<file path="src/rtl/serial_sub.sv">
// serial_sub: bit-serial subtractor computing diff = a - b - bin, LSB first,
// one bit per clock over WIDTH cycles, with a start/busy/done handshake.
//
// Handshake: start is sampled only while idle (busy=0); an accepted start
// latches a/b/bin and raises busy from that edge. done is a one-cycle pulse
// in the cycle after the last bit is processed, with diff/bout valid and
// held until the next completion. start while busy is ignored; start during
// the done cycle is accepted (the FSM is already idle then).
//
// Optional build macro SERIAL_SUB_OVF_EN adds output ovf, the registered
// two's-complement overflow flag of the completed subtraction.
module serial_sub #(
   parameter int WIDTH = 4
) (
   input  logic             clk,
   input  logic             rst_n,
   input  logic             start,
   input  logic [WIDTH-1:0] a,
   input  logic [WIDTH-1:0] b,
   input  logic             bin,
   output logic             busy,
   output logic             done,
   output logic [WIDTH-1:0] diff,
   output logic             bout,
`ifdef SERIAL_SUB_OVF_EN
   output logic             ovf,
`endif
   output logic             o_dbg_state
);

   localparam int CW = (WIDTH > 1) ? $clog2(WIDTH) : 1;
   localparam logic [CW-1:0] LAST_BIT = CW'(WIDTH - 1);

   typedef enum logic {
      S_IDLE = 1'b0,
      S_RUN  = 1'b1
   } state_t;

   state_t           r_state;
   state_t           w_state_next;
   logic             w_load;
   logic             w_step;
   logic             w_last;

   logic [WIDTH-1:0] r_a;
   logic [WIDTH-1:0] r_b;
   logic [WIDTH-1:0] r_res;
   logic [CW-1:0]    r_cnt;
   logic             r_br;

   logic             w_ai;
   logic             w_bi;
   logic             w_d;
   logic             w_br_next;
   logic [WIDTH-1:0] w_res_next;

   logic [WIDTH-1:0] r_diff;
   logic             r_bout;
   logic             r_done;

`ifdef SERIAL_SUB_OVF_EN
   // Operand sign bits are kept aside because the operand registers shift.
   logic             r_a_msb;
   logic             r_b_msb;
   logic             r_ovf;
`endif

   // State register.
   always_ff @(posedge clk or negedge rst_n) begin
      if (!rst_n) begin
         r_state <= S_IDLE;
      end else begin
         r_state <= w_state_next;
      end
   end

   // Next-state and control strobes: load on accepted start, step every RUN
   // cycle, last on the step that handles the MSB.
   always_comb begin
      w_state_next = r_state;
      w_load       = 1'b0;
      w_step       = 1'b0;
      w_last       = 1'b0;
      case (r_state)
         S_IDLE: begin
            if (start) begin
               w_load       = 1'b1;
               w_state_next = S_RUN;
            end
         end
         S_RUN: begin
            w_step = 1'b1;
            if (r_cnt == LAST_BIT) begin
               w_last       = 1'b1;
               w_state_next = S_IDLE;
            end
         end
         default: begin
            w_state_next = S_IDLE;
         end
      endcase
   end

   // One-bit full subtractor on the current LSBs and the running borrow.
   always_comb begin
      w_ai       = r_a[0];
      w_bi       = r_b[0];
      w_d        = w_ai ^ w_bi ^ r_br;
      w_br_next  = (~w_ai & w_bi) | (~(w_ai ^ w_bi) & r_br);
      w_res_next = {w_d, r_res[WIDTH-1:1]};
   end

   // Operand shift registers, partial result, bit counter and borrow.
   always_ff @(posedge clk or negedge rst_n) begin
      if (!rst_n) begin
         r_a   <= '0;
         r_b   <= '0;
         r_res <= '0;
         r_cnt <= '0;
         r_br  <= 1'b0;
      end else if (w_load) begin
         r_a   <= a;
         r_b   <= b;
         r_res <= '0;
         r_cnt <= '0;
         r_br  <= bin;
      end else if (w_step) begin
         r_a   <= r_a >> 1;
         r_b   <= r_b >> 1;
         r_res <= w_res_next;
         r_cnt <= r_cnt + CW'(1);
         r_br  <= w_br_next;
      end
   end

   // Visible results: updated only on the completion edge so partial
   // results never appear on diff/bout.
   always_ff @(posedge clk or negedge rst_n) begin
      if (!rst_n) begin
         r_diff <= '0;
         r_bout <= 1'b0;
         r_done <= 1'b0;
      end else begin
         r_done <= w_last;
         if (w_last) begin
            r_diff <= w_res_next;
            r_bout <= w_br_next;
         end
      end
   end

`ifdef SERIAL_SUB_OVF_EN
   // Overflow: operands of different sign and result sign differs from a.
   always_ff @(posedge clk or negedge rst_n) begin
      if (!rst_n) begin
         r_a_msb <= 1'b0;
         r_b_msb <= 1'b0;
         r_ovf   <= 1'b0;
      end else begin
         if (w_load) begin
            r_a_msb <= a[WIDTH-1];
            r_b_msb <= b[WIDTH-1];
         end
         if (w_last) begin
            r_ovf <= (r_a_msb != r_b_msb) && (w_res_next[WIDTH-1] != r_a_msb);
         end
      end
   end

   assign ovf = r_ovf;
`endif

   assign busy        = (r_state == S_RUN);
   assign done        = r_done;
   assign diff        = r_diff;
   assign bout        = r_bout;
   assign o_dbg_state = r_state;

endmodule

</file>
<file path="config.mk">
export PLATFORM = sky130hd
export DESIGN_NAME = serial_sub
export DESIGN_NICKNAME = d
export VERILOG_FILES = /design/src/rtl/serial_sub.sv
export SDC_FILE = /design/constraint.sdc
export NUM_CORES = 1
export LEC_CHECK = 0
export BUFFER_PORTS_ARGS = -buffer_cell sky130_fd_sc_hd__buf_2
export CAP_MARGIN = 40
export CORE_AREA = 2 2 52 54
export CTS_BUF_LIST = sky130_fd_sc_hd__clkbuf_8 sky130_fd_sc_hd__clkbuf_16
export CTS_CLUSTER_DIAMETER = 120
export CTS_CLUSTER_SIZE = 16
export DETAILED_ROUTE_END_ITERATION = 12
export DIE_AREA = 0 0 54 56
export PLACE_DENSITY_LB_ADDON = 0.1
export SLEW_MARGIN = 20
export SYNTH_ARGS = -nofsm -noshare
export SYNTH_HDL_FRONTEND = slang
export SYNTH_SLANG_ARGS = --single-unit
export TNS_END_PERCENT = 5
</file>
<file path="constraint.sdc">
create_clock -name clk -period 3.9 [get_ports clk]
set_input_delay 0.39 -clock clk [delete_from_list [all_inputs] [get_ports clk]]
set_output_delay 0.39 -clock clk [all_outputs]
set_load 0.005 [all_outputs]
</file>
# After elaboration in Yosys (flattened, before gate mapping)
# Cells that the tools add are included.
dict set report totals {
  register_bits 22
  input_bits 12
  output_inout_bits 8
  word_cells 37
}
dict set report classes {
  n_addsub 1
  n_eq_ne 1
  muxes 17
  n_bitwise 8
  n_reduce_logical 1
}
# operator n
set op_table {}
lappend op_table {{two-way mux 4 bit} 6}
lappend op_table {{two-way mux 1 bit} 8}
lappend op_table {{two-way mux 2 bit} 2}
lappend op_table {{NOT 1 bit} 3}
lappend op_table {{adder 2 x 1 -> 2 bit, second input constant} 1}
lappend op_table {{AND 1 bit} 2}
lappend op_table {{== test 2 bit, second input constant} 1}
lappend op_table {{one-hot mux 1 bit (2 select lines)} 1}
lappend op_table {{nonzero test 2 bit} 1}
lappend op_table {{XOR 1 bit} 2}
lappend op_table {{OR 1 bit} 1}

# Depth between registers and ports, before layout
# Gate-level depths: netlist (run 1).
dict set report logic_depth {
  ltp_word 6
  mapped_depth 4
  depth_no_buf 4
}

# Worst setup path after synthesis (run 1)
# No wires, ideal clock.
dict set report synth_timing {
  path_kind {reg-to-reg}
  from {register r_a[0]}
  to {register r_diff[3] (netlist: diff[3])}
  setup_ns 0.125
  arrival_time_ns 1.114
  setup_slack_ns 2.661
  path_stages_with_launch 3
  n_path_buf 0
  period_less_slack_ns 1.239
  cell_sequence {dfrtp_1 -> fa_1 -> mux2_2}
}
dict set report synth_via {
  elab_chain_len 2
}
# element line
set synth_rtl {}
lappend synth_rtl {{from (decl)} 45} ;# logic [WIDTH-1:0] r_a;
lappend synth_rtl {{from (signal assigned)} 128} ;# r_a <= r_a >> 1;
lappend synth_rtl {{XOR 1 bit (2 in series)} 108} ;# w_d = w_ai ^ w_bi ^ r_br;
lappend synth_rtl {{via w_d} 53} ;# logic w_d;
lappend synth_rtl {{to (signal assigned)} 146} ;# r_diff <= w_res_next;
lappend synth_rtl {{to (decl)} 57} ;# logic [WIDTH-1:0] r_diff;
# The timed path passes the listed nets, and every way through them passes these cells.
# A chain may end at the register's enable or synchronous reset.

# Worst setup path in the final report (run 1)
dict set report layout_timing {
  from {register r_state (netlist: busy)}
  to {output port busy}
}
# element line
set layout_lines {}
lappend layout_lines {{from (decl)} 39} ;# state_t r_state;
lappend layout_lines {{from (signal assigned)} 73} ;# r_state <= w_state_next;
lappend layout_lines {{to (decl)} 21} ;# output logic busy,
# No word-level cell between the ends.

==> flow_summary.yaml, run 1 <==
timing:
  tns_ns: 0
  timing.final.crit_share_pct: 43.94
  hold_viol: 0
  grt_setup_unrepaired: "false"
  final-max-slew-violation-count: 0
  setup_viol: 0
  period_minus_slack_ns: 1.714
  slew_headroom_pct: 50.23
  fmax_ghz: 0.5835
  clock_skew_ns: 0.003150
  worst_pin_slew_ns: 0.7466
clock_network:
  cts_tree: "done"
  clock_latency_ns: 0.25
  cts_made_buffers: 3
  cts_max_level: 1
  cts-root-buf: "clkbuf_8"
  clk_pin_slew_ns: 0.08
  postCtsHoldBufs: 0
  clockBufferDepth: 2
  post_cts_resized: 0
  cts_setup_buffers: 0
  cts.sinks: 21
pwr:
  p_clk_share_pct: 18.9
  power_frac_comb_pct: 30.2
  power_density_mw_per_mm2: 710.8
  static-leakage-power_nw: 0.5389
  peakVddDrop_v: 0.0002727
  p_seq_share_pct: 50.9
  p_int_uw: 507.0
  switchingPower_uw: 232.1
  swShare_pct: 31.40
cells_and_area:
  syn2layout_area_growth_pct: 15.42
  final_nets: 104
  drive_above_1_share_pct: 32.58
  num-fill-cells: 242
  post-route-cell-area_mm2: 0.001040
  diodes: 0
logic_synthesis:
  synth_top_area_cell: "dfrtp_1"
  avgSynthCellArea_um2: 12.69
  syn_nets: 85
  synth_seq_cells: 21
  ys_types: 16
  ys_warn_count: 0
  netlist.area_leader.share_pct: 58.33
  seq_area_frac_synth_pct: 58.33
  synthCells: 71
  synthesis.area_um2: 900.9
  ys_top_cells_by_area: "dfrtp_1 (58%), mux2i_1 (12%), mux2_2 (6.3%)"
place:
  place_congestion: 0.6976
  dp_hpwl_um: 1018
  io_buffers: 19
  dpl_cell_area_um2: 993.5
worst_setup_path:
  crit_fanout: 26
  end_kind: "output port"
  cpMaxStageDelayCell: "dfrtp_1"
  arrival_ns: 1.32
  path_cells: "buf_2"
  worst_path_largest_cell_delay_ns: 0.83
  reg2regPathDepth: 2
  worstSetupStartpointType: "flop"
  r2r_start: "busy"
  crit_family: "flip-flops"
  reg2reg_slack_ns: 2.43
  crit_buf_inv: 1
  cp.required_ns: 3.51
  crit_type: "reg2out"
  r2r-end: "r_cnt[0]"
status:
  status: "finished clean"
grt:
  antenna_found_initial: 0
  grt.met3_usage_pct: 2.419
  grt_usage_pct: 10.89
  grtUsageMet2_pct: 16.03
  use_met1_pct: 15.25
  grt_pass1_wl_um: 2463
  busiest_layer: "met2"
  grt_max_degree: 27
  grt_pass1_vias: 565
  overflow: 0
floorplan:
  core-area_mm2: 0.002432
  die_area_mm2: 0.003024
  ios: 20
  start_util_pct: 37.04
  fp-row-count: 18
  die_h_um: 56
  die_x_um: 54
flow_run:
  cap_violations: 0
routing:
  drcViolationCount: 0
  vias: 567
  firstDrtPassIters: 2
  drt_iter0_drc: 1
  wl_per_cell_um: 12.02
  finalWirelength_um: 1430
  routed_via_density: 4.765
  ant_nets: 0
worst_hold_path:
  hp-class: "in2async"
==> metal layers <==
metal,vias up,part of all wire [%]
met5,-,0
met4,0,0.70
met3,2,4.6
met2,13,46
met1,277,49
li1,275,-
==> power by group through the flow <==
stage / combinational [mW] / clock, mW / sequential, mW
6_report: 0.223 / 0.140 / 0.376
5_1_grt: 0.264 / 0.156 / 0.394
2_1_floorplan: 0.193 / 0 / 0.354
4_1_cts: 0.231 / 0.146 / 0.379
3_3_place_gp: 0.225 / 0 / 0.381
3_5_place_dp: 0.230 / 0 / 0.384
==> through the flow <==
stage | hold WS [ns] | util [%] | setup WS [ns] | power (mW) | instances
CTS | 0.09730 | 42.75 | 2.149 | 0.7553 | 119
finish | 0.07864 | 42.75 | 2.186 | 0.7390 | 119
global placement | 0.3777 | 40.84 | 2.442 | 0.6059 | 115
detailed placement | 0.3771 | 40.84 | 2.398 | 0.6140 | 115
global route | 0.1126 | 42.75 | 2.060 | 0.8139 | 119
floorplan | 0.09441 | - | 2.661 | 0.5472 | 71
==> worst max-delay path by stage <==
stage          startpoint          end  slack, ns  depth (start not counted)
6_report             busy         busy       2.19                          1
5_1_grt              busy  o_dbg_state       2.06                          1
4_1_cts              busy         busy       2.15                          1
3_5_place_dp         busy     r_cnt[0]       2.40                          2
3_3_place_gp         busy         busy       2.44                          1
2_1_floorplan      r_a[0]      diff[3]       2.66                          2
==> cells by family after synthesis <==
family	share of synthesized area, %
DFF	58.33
muxes	18.47
and+or+nand+nor	6.112
AOI/OAI and AO/OA	7.361
buffers and inverters	6.111
adders and majority gates	3.611
==> placed cells by master, fill, tap and decap left out, drive strengths merged <==
master   n
mux2     5
fa       1
nor2     3
nand2    8
mux2i   11
clkinv   1
o21ai    7
clkbuf   3
dfrtp   21
a22o     3
a21oi    1
inv      4
buf     19
nand2b   1
ha       1
==> registers in the layout, indices dropped and copies added (netlist names) <==
signal and count:
r_b 4, bout 1, done 1, r_br 1, r_a 4, r_res 3
busy 1, diff 4, r_cnt 2
==> synthesized netlist by cell type, drive strengths merged <==
library cell and number:
a21oi 1, a22o 3, buf 5, dfrtp 21
fa 1, ha 1, inv 4, mux2 5
mux2i 11, nand2 8, nand2b 1, nor2 3
o21ai 7
==> area by class of cell <==
class | instances | area [um^2] | area share (%)
tap | 30 | 37.54 | 3.610
timing repair buffer | 19 | 95.09 | 9.146
clock buffer | 3 | 41.29 | 3.971
multi-input combinational | 41 | 320.3 | 30.81
sequential | 21 | 525.5 | 50.54
clock inverter | 1 | 5.005 | 0.4813
inverter | 4 | 15.01 | 1.444
No activity file was read; power rests on OpenSTA's default activity.
==> inputs of run 2 (changes only) <==
- ABC_AREA: not set -> 1
- clock period: 3.9 -> 1.4 ns (I/O delays scaled with it)
==> run 2 against run 1 <==
Against the previous run:
- cell area rose by 0.48%
- combinational power rose to 3.0 times the previous value
- sequential share of layout area decreased by 0.24 points
- via count increased by 20%
- largest cell class unchanged
- clock skew rose by 0.0016 ns
- non-clock buffer count rose by 2
- utilization rose by 0.21 points
- power grew to 2.8 times the previous value
==> flow_summary.yaml, run 2 <==
clock_network:
  cts_setup_buffers: 0
  cts_made_buffers: 3
  postCtsHoldBufs: 1
  clk_pin_slew_ns: 0.07
  post_cts_resized: 0
  cts_max_level: 1
  cts.sinks: 21
  clockBufferDepth: 2
  cts-root-buf: "clkbuf_8"
  cts_tree: "done"
  clock_latency_ns: 0.26
floorplan:
  die_x_um: 54
  fp-row-count: 18
  die_area_mm2: 0.003024
  die_h_um: 56
  ios: 20
  start_util_pct: 36.16
  core-area_mm2: 0.002432
worst_setup_path:
  cp.required_ns: 1.58
  end_kind: "flop"
  worstSetupStartpointType: "flop"
  crit_type: "reg2reg"
  arrival_ns: 1.38
  crit_fanout: 2
logic_synthesis:
  yosysMostFrequentCell: "nand2_1"
  seq_area_frac_synth_pct: 59.74
  avgSynthCellArea_um2: 9.259
  syn_nets: 109
  synthCells: 95
  synthesis.area_um2: 879.6
  async_flop_share_pct: 100.0
  synth_top_area_cell: "dfrtp_1"
  ys_warn_count: 0
  synth_seq_cells: 21
  netlist.area_leader.share_pct: 59.74
  ys.flop_type: "dfrtp_1"
  ys_top_cells_by_area: "dfrtp_1 (60%), nand2_1 (14%), nand3_1 (9.1%)"
  ys_types: 14
  synth.cells.most_frequent: "nand2_1 (32), dfrtp_1 (21), nand3_1 (16)"
  synth_edf_count: 0
status:
  status: "finished clean"
grt:
  grt_max_degree: 22
  grt_pass1_wl_um: 2980
  overflow: 0
  antenna_found_initial: 0
  grt_usage_pct: 13.78
  grt_pass1_vias: 663
pwr:
  power_frac_comb_pct: 32.2
  power_density_mw_per_mm2: 1969
  switchingPower_uw: 724.4
  p_clk_share_pct: 18.6
  p_seq_share_pct: 49.3
  swShare_pct: 35.22
  peakVddDrop_v: 0.001033
  p_int_mw: 1.333
  static-leakage-power_nw: 0.5515
place:
  io_buffers: 19
  dpl_cell_area_um2: 989.7
  post-place-cells: 140
  place_congestion: 0.6812
  dp_hpwl_um: 1103
  dp_slack_ns: 0.2054
routing:
  routed_via_density: 4.690
  vias: 680
  ant_nets: 0
  drcViolationCount: 0
  firstDrtPassIters: 4
  wl_per_cell_um: 11.45
  finalWirelength_um: 1660
  drt_iter0_drc: 22
timing:
  grt_setup_unrepaired: "false"
  clock_skew_ns: 0.004730
  hold_viol: 0
  timing.final.crit_share_pct: 86.14
  period_minus_slack_ns: 1.206
  fmax_ghz: 0.8292
  tns_ns: 0
  slew_headroom_pct: 68.53
  setup_viol: 0
  worst_pin_slew_ns: 0.4720
  finalWorstSetupSlack_ns: 0.1940
  final-max-slew-violation-count: 0
flow_run:
  cap_violations: 0
cells_and_area:
  diodes: 0
  syn2layout_area_growth_pct: 18.78
  drive_above_1_share_pct: 23.48
  final_nets: 130
  final_common_cell: "nand2_1"
  layout_common_cells: "nand2_1 (32), dfrtp_1 (21), buf_2 (19)"
  post-route-cell-area_mm2: 0.001045
  finalNonFillerCells: 145
  final_util_pct: 42.95
worst_hold_path:
  hp-class: "in2reg"
-- run 2: cell count changes in the layout (fill, tap and decap cells not counted), sizes merged, moves of 3 or more --
cell | previous run | this run
mux2 | 5 | 0
mux2i | 11 | 0
a22o | 3 | 0
inv | 4 | 9
nand2 | 8 | 33
nand3 | 0 | 16
-- run 2: final cells by class --
class | count | area [um^2]
inverters | 8 | 30.03
multi-input cells | 61 | 294.0
clock buffers | 3 | 41.29
repair buffers | 21 | 112.6
fillers | 265 | 1388
clock inverters | 1 | 3.754
flip-flops and latches | 21 | 525.5
well taps | 30 | 37.54
-- run 2: path summary, 6_finish.rpt --
check | start | end | slack [ns] | cells after the start
worst max-delay path | r_a[0] | diff[3] | 0.19 | 3
worst min-delay path | b[3] | r_b[3] | 0.11 | 3
worst max register to register | r_a[0] | diff[3] | 0.19 | 3
worst min register to register | r_a[3] | r_a[3] | 0.47 | 2
max in group asynchronous | rst_n | bout | 0.71 | 2
min in group asynchronous | rst_n | r_a[0] | 0.36 | 2
-- run 2: cell families (layout without fill, tap and decap cells) --
group                      count (synthesis)  in the layout  share of synthesized area, %
AOI/OAI and AO/OA                          8              8                         4.552
buffers and inverters                     13             33                         6.827
and+or+nand+nor                           51             51                         25.18
DFF                                       21             21                         59.74
adders and majority gates                  2              2                         3.698
-- run 2: critical path: stages, from the launching register on --
cell and delay, ns:
dfrtp_1 0.40, fa_1 0.53, inv_1 0.04, o21ai_0 0.14
-- run 2: power by group through the flow --
stage | Sequential, mW | Combinational, mW | Clock, mW
finish | 1.01 | 0.662 | 0.382
global route | 1.05 | 0.811 | 0.435
CTS | 1.02 | 0.685 | 0.408
detailed placement | 1.03 | 0.679 | 0
global placement | 1.02 | 0.666 | 0
floorplan | 0.996 | 0.486 | 0
-- run 2: routing by layer --
layer  track usage, %  wire length, um  up-vias
met5                0                0        -
met2            20.03              726       25
met3            5.645              100        4
met4            5.357               24        0
li1                 -                -      338
met1            17.94              808      313
-- run 2: per-stage QoR --
stage	hold WS [ns]	total power, mW
floorplan	-0.1556	1.482
global placement	0.1315	1.684
detailed placement	0.1304	1.707
CTS	0.1003	2.111
global route	0.1244	2.292
finish	0.1062	2.057
==> inputs of run 3 (changes only) <==
- CELL_PAD_IN_SITES_DETAIL_PLACEMENT: not set -> 1
- CELL_PAD_IN_SITES_GLOBAL_PLACEMENT: not set -> 2
- CORE_AREA: 2 2 52 54 -> 2 2 61 63
- DIE_AREA: 0 0 54 56 -> 0 0 63 65
==> run 3 against run 2 <==
Against the previous run:
- worst hold slack barely moved
- routed wire length up 14%
- final cell count increased by 14%
- fmax grew 1.2%
- non-clock buffer count is 3 higher
- worst setup slack better by 0.014 ns
- global-route usage down 2.5 points
- cell area is 4.3% higher
- utilization fell by 12 points
- register-to-register slack about the same
- clock skew decreased by 0.0028 ns
- largest power group unchanged
- highest routed layer unchanged
==> flow_summary.yaml, run 3 (synthesized netlist as in run 2, its figures left out) <==
routing:
  routed_via_density: 4.139
  vias: 687
  ant_nets: 0
  drcViolationCount: 0
  wl_per_cell_um: 11.43
  firstDrtPassIters: 4
  drt_iter0_drc: 12
  finalWirelength_um: 1898
clock_network:
  cts_tree: "done"
  clock_latency_ns: 0.26
  clockBufferDepth: 2
  cts.sinks: 21
  cts_max_level: 1
  cts_made_buffers: 3
  clk_pin_slew_ns: 0.08
  cts_setup_buffers: 0
  cts-root-buf: "clkbuf_8"
cells_and_area:
  final_common_cell: "nand2_1"
  drive_above_1_share_pct: 25.42
  syn2layout_area_growth_pct: 23.90
  layout_common_cells: "nand2_1 (32), dfrtp_1 (21), buf_2 (19)"
  num-fill-cells: 430
  multi_input_comb_area_um2: 294.0
  final_nets: 133
  diodes: 0
  final_util_pct: 31.17
  seqCellArea_um2: 525.5
status:
  status: "finished clean"
grt:
  overflow: 0
  grt_pass1_wl_um: 3436
  grt_pass1_vias: 704
  antenna_found_initial: 0
  grt_max_degree: 22
  grt_usage_pct: 11.27
floorplan:
  core-area_mm2: 0.003496
  die_area_mm2: 0.004095
  die_x_um: 63
  fp-row-count: 22
  die_h_um: 65
  ios: 20
  start_util_pct: 25.16
place:
  dp_hpwl_um: 1326
  place_congestion: 0.6790
  io_buffers: 19
worst_hold_path:
  hp-class: "in2reg"
timing:
  period_minus_slack_ns: 1.191
  clock_skew_ns: 0.001904
  timing.final.crit_share_pct: 85.11
  tns_ns: 0
  grt_setup_unrepaired: "false"
  hold_ws_ns: 0.1064
  hold_viol: 0
  slew_headroom_pct: 68.27
  worst_pin_slew_ns: 0.4759
  final-max-slew-violation-count: 0
  fmax_ghz: 0.8393
  setup_viol: 0
worst_setup_path:
  crit_fanout: 2
  end_kind: "flop"
  worstSetupStartpointType: "flop"
  crit_type: "reg2reg"
  cp.required_ns: 1.59
  arrival_ns: 1.38
pwr:
  power_density_mw_per_mm2: 1939
  peakVddDrop_v: 0.0003742
  power_mw: 2.113
  static-leakage-power_nw: 0.5674
flow_run:
  cap_violations: 0
[run 3: cell count changes in the layout (fill, tap and decap cells not counted)]
cell   previous run  this run
buf_4             1         4
[run 3: critical path: stages, from the launching register on]
cell and delay (ns):
dfrtp_1 0.40, fa_1 0.53, inv_1 0.04, o21ai_0 0.14
[run 3: routing by layer]
layer  share of wire, %  global-route usage [%]  vias up
met3                5.2                   2.951        4
li1                   -                       -      342
met5                  0                       0        -
met4                3.1                   9.167        0
met1                 46                   14.15      325
met2                 46                   16.22       16
[run 3: timing repair]
action | in CTS | in global routing
hold buffers | 1 | 0
setup endpoints to repair | 0 | 0
endpoints found under the hold margin | 21 | 0
resized for setup | 0 | 0
[run 3: metrics by stage]
step	instances	cell area [um^2]	setup WS, ns
2_1_floorplan	95	879.6	0.2514
3_3_place_gp	161	1035	0.2225
3_5_place_dp	161	1035	0.2127
4_1_cts	166	1090	0.1942
5_1_grt	166	1090	0.1276
6_report	166	1090	0.2085
[run 3: final timing paths]
kind                            slack (ns)  cells after the start       end    from
min in group asynchronous             0.36                      2      done   rst_n
max in group asynchronous             0.71                      2    r_b[1]   rst_n
worst max register to register        0.21                      3  r_res[3]  r_a[0]
worst max-delay path                  0.21                      3  r_res[3]  r_a[0]
worst min-delay path                  0.11                      3    r_a[3]    a[3]
worst min register to register        0.48                      2    r_a[3]  r_a[3]
[run 3: area by class of cell]
cell class                 count  area share [%]
clock inverter                 1          0.3444
inverter                       8           2.755
sequential                    21           48.22
timing repair buffer          24           12.40
tap                           48           5.511
multi-input combinational     61           26.98
clock buffer                   3           3.789
[run 3: power by group]
part | internal (mW) | switching (mW) | total [mW]
registers | 0.856 | 0.158 | 1.01
clock network | 0.196 | 0.207 | 0.403
logic | 0.302 | 0.394 | 0.696
total | 1.35 | 0.759 | 2.11
